$ cat config.mk
export PLATFORM = sky130hd
export DESIGN_NAME = oam_dma
export DESIGN_NICKNAME = d
export VERILOG_FILES = /design/src/rtl/nes_pkg.sv /design/src/rtl/oam_dma.sv
export SDC_FILE = /design/constraint.sdc
export NUM_CORES = 1
export LEC_CHECK = 0
export BUFFER_PORTS_ARGS = -buffer_cell sky130_fd_sc_hd__buf_2
export CAP_MARGIN = 0
export CORE_ASPECT_RATIO = 0.75
export CORE_MARGIN = 4
export CORE_UTILIZATION = 37
export DETAILED_ROUTE_END_ITERATION = 10
export HOLD_SLACK_MARGIN = 0.03
export RECOVER_POWER = 50
export SYNTH_ARGS = -nofsm -noshare
export SYNTH_HDL_FRONTEND = slang
export SYNTH_SLANG_ARGS = --single-unit
$ cat constraint.sdc
create_clock -name Clk -period 3.7 [get_ports Clk]
set_input_delay 0.74 -clock Clk [delete_from_list [all_inputs] [get_ports Clk]]
set_output_delay 0.74 -clock Clk [all_outputs]
set_load 0.05 [all_outputs]
$ cat src/rtl/nes_pkg.sv
// Shared NES bus definitions: DMA state encoding and the register addresses
// that both the sprite DMA engine and the databus address decode rely on.
package nes_pkg;

    typedef enum logic [2:0] {
        ST_IDLE   = 3'd0,
        ST_ALIGN0 = 3'd1,
        ST_ALIGN1 = 3'd2,
        ST_READ   = 3'd3,
        ST_FETCH  = 3'd4,
        ST_WRITE  = 3'd5
    } dma_state_t;

    localparam logic [15:0] TRIG_ADDR = 16'h4014;
    localparam logic [15:0] OAM_ADDR  = 16'h2004;
    localparam int          NBYTES    = 256;

endpackage

$ cat src/rtl/oam_dma.sv
// Sprite DMA engine: a CPU write to OAMDMA stalls the CPU and copies one page
// of CPU memory, byte by byte, into the PPU OAMDATA port.
module oam_dma
    import nes_pkg::*;
#(
    parameter logic [15:0] TRIG_ADDR_P = TRIG_ADDR,
    parameter logic [15:0] OAM_ADDR_P  = OAM_ADDR,
    parameter int          NBYTES_P    = NBYTES
) (
    input  logic        Clk,
    input  logic        Res_n,
    input  logic [15:0] cpu_addr,
    input  logic        cpu_wr_n,
    input  logic [7:0]  cpu_dout,
    input  logic        odd_or_even,
    input  logic [7:0]  bus_rdata,
    output logic        cpu_rdy,
    output logic        dma_active,
    output logic [15:0] dma_addr,
    output logic        dma_wr_n,
    output logic [7:0]  dma_wdata
);

    localparam logic [7:0] LAST_IDX = 8'(NBYTES_P - 1);

    dma_state_t state_q, state_d;
    logic [7:0] page_q, page_d;
    logic [7:0] idx_q, idx_d;
    logic [7:0] data_q, data_d;

    always_ff @(posedge Clk or negedge Res_n) begin
        if (!Res_n) begin
            state_q <= ST_IDLE;
            page_q  <= 8'h00;
            idx_q   <= 8'h00;
            data_q  <= 8'h00;
        end else begin
            state_q <= state_d;
            page_q  <= page_d;
            idx_q   <= idx_d;
            data_q  <= data_d;
        end
    end

    always_comb begin
        state_d    = state_q;
        page_d     = page_q;
        idx_d      = idx_q;
        data_d     = data_q;
        cpu_rdy    = 1'b0;
        dma_active = 1'b1;
        dma_addr   = {page_q, idx_q};
        dma_wr_n   = 1'b1;
        dma_wdata  = 8'h00;

        unique case (state_q)
            ST_IDLE: begin
                // Outputs parked at their reset values so the bus mux sees
                // a quiet, write-free source while the CPU owns the bus.
                cpu_rdy    = 1'b1;
                dma_active = 1'b0;
                dma_addr   = 16'h0000;
                if (!cpu_wr_n && cpu_addr == TRIG_ADDR_P) begin
                    page_d  = cpu_dout;
                    idx_d   = 8'h00;
                    state_d = ST_ALIGN0;
                end
            end
            ST_ALIGN0: begin
                state_d = odd_or_even ? ST_ALIGN1 : ST_READ;
            end
            ST_ALIGN1: begin
                state_d = ST_READ;
            end
            ST_READ: begin
                state_d = ST_FETCH;
            end
            ST_FETCH: begin
                // Read data returns one cycle after the address was issued.
                data_d  = bus_rdata;
                state_d = ST_WRITE;
            end
            ST_WRITE: begin
                dma_addr  = OAM_ADDR_P;
                dma_wr_n  = 1'b0;
                dma_wdata = data_q;
                if (idx_q == LAST_IDX) begin
                    state_d = ST_IDLE;
                end else begin
                    idx_d   = idx_q + 8'd1;
                    state_d = ST_READ;
                end
            end
            default: begin
                state_d = ST_IDLE;
            end
        endcase
    end

endmodule

==> impl.org <==
** Synth
- Top cells by area in the synthesized netlist :: sky130_fd_sc_hd__dfrtp_1 (44%), sky130_fd_sc_hd__mux2_4 (7.8%), sky130_fd_sc_hd__mux2_2 (5.9%)
- Total standard cell area after synthesis :: 1540 µm²
- Synthesis handed over a netlist of 144 instances.
- In the synthesized netlist the dominant register cell turns out to be sky130_fd_sc_hd__dfrtp_1.
- Dividing the synthesized area by the synthesized cell count gives 10.7 µm².
- Counting instances in the post-synthesis netlist gives the leading cell types as sky130_fd_sc_hd__dfrtp_1 (27), sky130_fd_sc_hd__nor2b_1 (13), sky130_fd_sc_hd__nand2_1 (12), sky130_fd_sc_hd__and2_1 (9).
- Yosys mapped a number of flops with a built-in enable equal to 0.
- The share of the Yosys chip area taken by registers is 0.440.
- Most numerous cell in the Yosys netlist :: sky130_fd_sc_hd__dfrtp_1
- Synth Warn # :: 0
- Distinct cells, synth :: 37
- After synthesis, the share of flip-flops with an asynchronous set or reset is 1.00.
- Net Count, Synth :: 181
- Cell type contributing the most total cell area after synthesis :: sky130_fd_sc_hd__dfrtp_1
- #FFs+latches synth :: 27
- Post-synth top area share :: 0.440

** Power and ir drop
- Combinational cell fraction of total power :: 0.583
- Of the total power, the share spent switching nets is 0.535.
- The design draws 1.47 mW.
- Leak pwr :: 0.911 nW
- Summed over all nets, the switching power comes to 0.787 mW.
- Cell internal power was estimated by the tool at 0.685 mW.
- Peak supply drop :: 441 µV
- Dividing total power by cell area gives a power density of 788 nW/µm².
- The share of total power dissipated in the clock network is 0.124.
- Sequential group share of total power :: 0.294

** Timing
- Final setup violation count :: 0
- Final max-slew violation count :: 0
- The count of endpoints failing hold in the final timing report is 0.
- Once routing completed, OpenROAD measured the worst setup slack at 0.905 ns.
- Setup repair after global routing left no endpoint under its margin.
- Based on the critical path, the design can be clocked at up to 0.358 GHz.
- Transition time at the pin with the least slew margin :: 1.47 ns
- Summed over all failing endpoints, the final setup total negative slack is 0 ns.
- Worst-case clock skew :: 0.00233 ns
- In this run the tightest slew margin relative to its limit is 0.0172.
- In the finished design, the share of the clock period the worst path needs comes to 0.755.
- Hold slack :: 0.507 ns
- The smallest clock period supported by the final layout is computed as 2.79 ns.

** Outcome
- The flow ran to the end, and the final reports show no timing, DRC or antenna violations.

** Cells and area
- Diodes inserted :: 0
- Synthesis-to-layout area growth :: 21.5%
- Final std cells w/o fill :: 254
- In the final layout, the share of cells above drive strength 1 is 0.416.
- The net count of the finished layout is 240.

** Worst setup path
- In this run the worst path has a maximum fanout of 14.
- Sequence of cells on the critical path :: xor2_1, nor2_1, nor2b_1, buf_2
- Max incr delay on CP :: 0.73 ns
- WP data required :: 2.96 ns
- Largest delay share family, worst path :: simple AND/OR/NAND/NOR gates
- Kind of capture point of the worst setup path :: output pin
- Critical path class :: flip-flop to output pin
- Buf+Inv Stages, Crit Path :: 1
- Data arrives at the worst endpoint at 2.05 ns.
- STA classifies the critical path startpoint as a flip-flop.
- For this design, the slowest cell found on the critical path is sky130_fd_sc_hd__nor2_1.

** Floorplanning
- The floorplan has 19 rows.
- Measured along the x axis, the die boundary spans 82.4 µm.
- Area of the die :: 5260 µm²
- Initial cell density of the core :: 0.401
- The die is 63.8 µm tall.
- During I/O placement, the number of pins put on the boundary was 63.
- Core footprint :: 3830 µm²

** GRT
- Maximum number of pins on one net before global-route repair :: 28
- Number of antenna violations at the first check in global routing :: 0
- In the global route stage, overall resource usage came out at 0.146.
- For this run the aggregate overflow at the end of global routing stands at 0.
- Number of global-route vias before repair :: 1239
- First-pass GRT wire length :: 5910 µm

** Drt
- Routed vias :: 1275
- Violation count after the first detailed-routing iteration :: 45
- Router iterations before antenna repair :: 4
- In the routed layout, each cell is associated on average with a via count of 5.02.
- The final layout contains routed wiring with a total length of 3640 µm.
- Remaining antenna violation count :: 0
- Routed len/inst :: 14.3 µm
- Number of DRC violations after detailed routing :: 0

** Clock network
- After clock tree synthesis, the repair step resized 0 gates.
- Num CTS Buffers :: 3
- Clock latency of the later-clocked register in the worst-skew pair :: 0.28 ns
- In this run the number of H-tree levels came out at 1.
- Hold bufs inserted after CTS :: 0
- Post-CTS Setup Bufs :: 0
- Clock transition at path regs :: 0.10 ns
- Clock Tree Root :: sky130_fd_sc_hd__clkbuf_8
- Clock tree synthesis found a total of 27 sinks.
- The clock passes through at most 2 buffers.
- TritonCTS built the clock tree.

** Run
- Max-capacitance violation count :: 0

** Hold path
- The path class of the tightest hold or removal check is flip-flop to flip-flop.

** Placed design
- The count of buffers added on input and output ports is 62.
- Inst Count DP :: 250
- Pre-CTS WS :: 1.15 ns
- The HPWL after detailed placement is 2770 µm.
- Weighted congestion at the end of routability-driven global placement :: 0.809
-- registers in the layout, summed over array words and instances (netlist names) --
register / count
data_q: 8
state_q: 3
idx_q: 8
page_q: 8
-- path summary, 6_finish.rpt --
kind,from,end,slack (ns),depth (start not counted)
setup / recovery,state_q[0]$_DFFE_PN0P_,dma_addr[7],0.91,4
setup reg to reg,state_q[2]$_DFFE_PN0P_,page_q[4]$_DFFE_PN0P_,1.01,4
min in group asynchronous,Res_n,page_q[4]$_DFFE_PN0P_,0.79,1
max in group asynchronous,Res_n,idx_q[5]$_DFFE_PN0P_,2.05,1
hold / removal,data_q[7]$_DFFE_PN0P_,data_q[7]$_DFFE_PN0P_,0.51,1
hold reg to reg,data_q[7]$_DFFE_PN0P_,data_q[7]$_DFFE_PN0P_,0.51,1
-- cell usage in the layout, fill, tap and decap left out, types with 2 or more instances in the layout --
| cell type | count |
|---|---|
| sky130_fd_sc_hd__dfrtp_1 | 27 |
| sky130_fd_sc_hd__and3_1 | 3 |
| sky130_fd_sc_hd__nor2b_1 | 13 |
| sky130_fd_sc_hd__nand2_1 | 12 |
| sky130_fd_sc_hd__clkbuf_8 | 3 |
| sky130_fd_sc_hd__o21bai_1 | 2 |
| sky130_fd_sc_hd__nand3_1 | 6 |
| sky130_fd_sc_hd__nor2_1 | 6 |
| sky130_fd_sc_hd__o21ai_0 | 4 |
| sky130_fd_sc_hd__inv_1 | 4 |
| sky130_fd_sc_hd__nor4b_1 | 2 |
| sky130_fd_sc_hd__and2_1 | 8 |
| sky130_fd_sc_hd__mux2_4 | 8 |
| sky130_fd_sc_hd__nor3_1 | 2 |
| sky130_fd_sc_hd__a31oi_1 | 5 |
| sky130_fd_sc_hd__o211ai_1 | 2 |
| sky130_fd_sc_hd__buf_2 | 61 |
| sky130_fd_sc_hd__nor4_1 | 2 |
| sky130_fd_sc_hd__mux2_2 | 8 |
| sky130_fd_sc_hd__a21oi_1 | 5 |
-- metal layers --
layer / up-vias / GRT usage / wire [µm]
met4: 0 / 0.0373 / 23
li1: 619 / - / -
met1: 609 / 0.190 / 1640
met2: 42 / 0.233 / 1750
met5: - / 0 / 0
met3: 5 / 0.0463 / 228
-- power groups by stage --
| stage | sequential, mW | clock [mW] | combinational, mW |
|---|---|---|---|
| after floorplan | 0.400 | 0 | 0.774 |
| after global placement | 0.436 | 0 | 0.866 |
| after detailed placement | 0.442 | 0 | 0.875 |
| after CTS | 0.435 | 0.187 | 0.877 |
| after global routing | 0.446 | 0.200 | 0.916 |
| final | 0.432 | 0.182 | 0.857 |
-- area by class of cell --
type	count	area, µm²
fill	368	1960
inverter	4	15.0
tap	52	65.1
sequential	27	676
multi-input combinational	105	752
timing repair buffer	62	309
clock inverter	1	8.76
clock buffer	3	41.3
-- cells by family after synthesis --
family                     after synthesis  share of synthesized area
xor gates and xnor gates                 2                     0.0114
adders and majority gates                1                    0.00814
muxes                                   17                      0.143
DFF                                     27                      0.440
and+or+nand+nor                         63                      0.253
AOI/OAI and AO/OA                       22                     0.0904
buffers and inverters                   12                     0.0537
-- metrics by stage --
| stage | instance area (µm²) | utilization |
|---|---|---|
| after floorplan | 1540 | - |
| after global placement | 1840 | 0.482 |
| after detailed placement | 1840 | 0.482 |
| after CTS | 1890 | 0.495 |
| after global routing | 1870 | 0.488 |
| final | 1870 | 0.488 |
(Power assumes the default switching activity.)
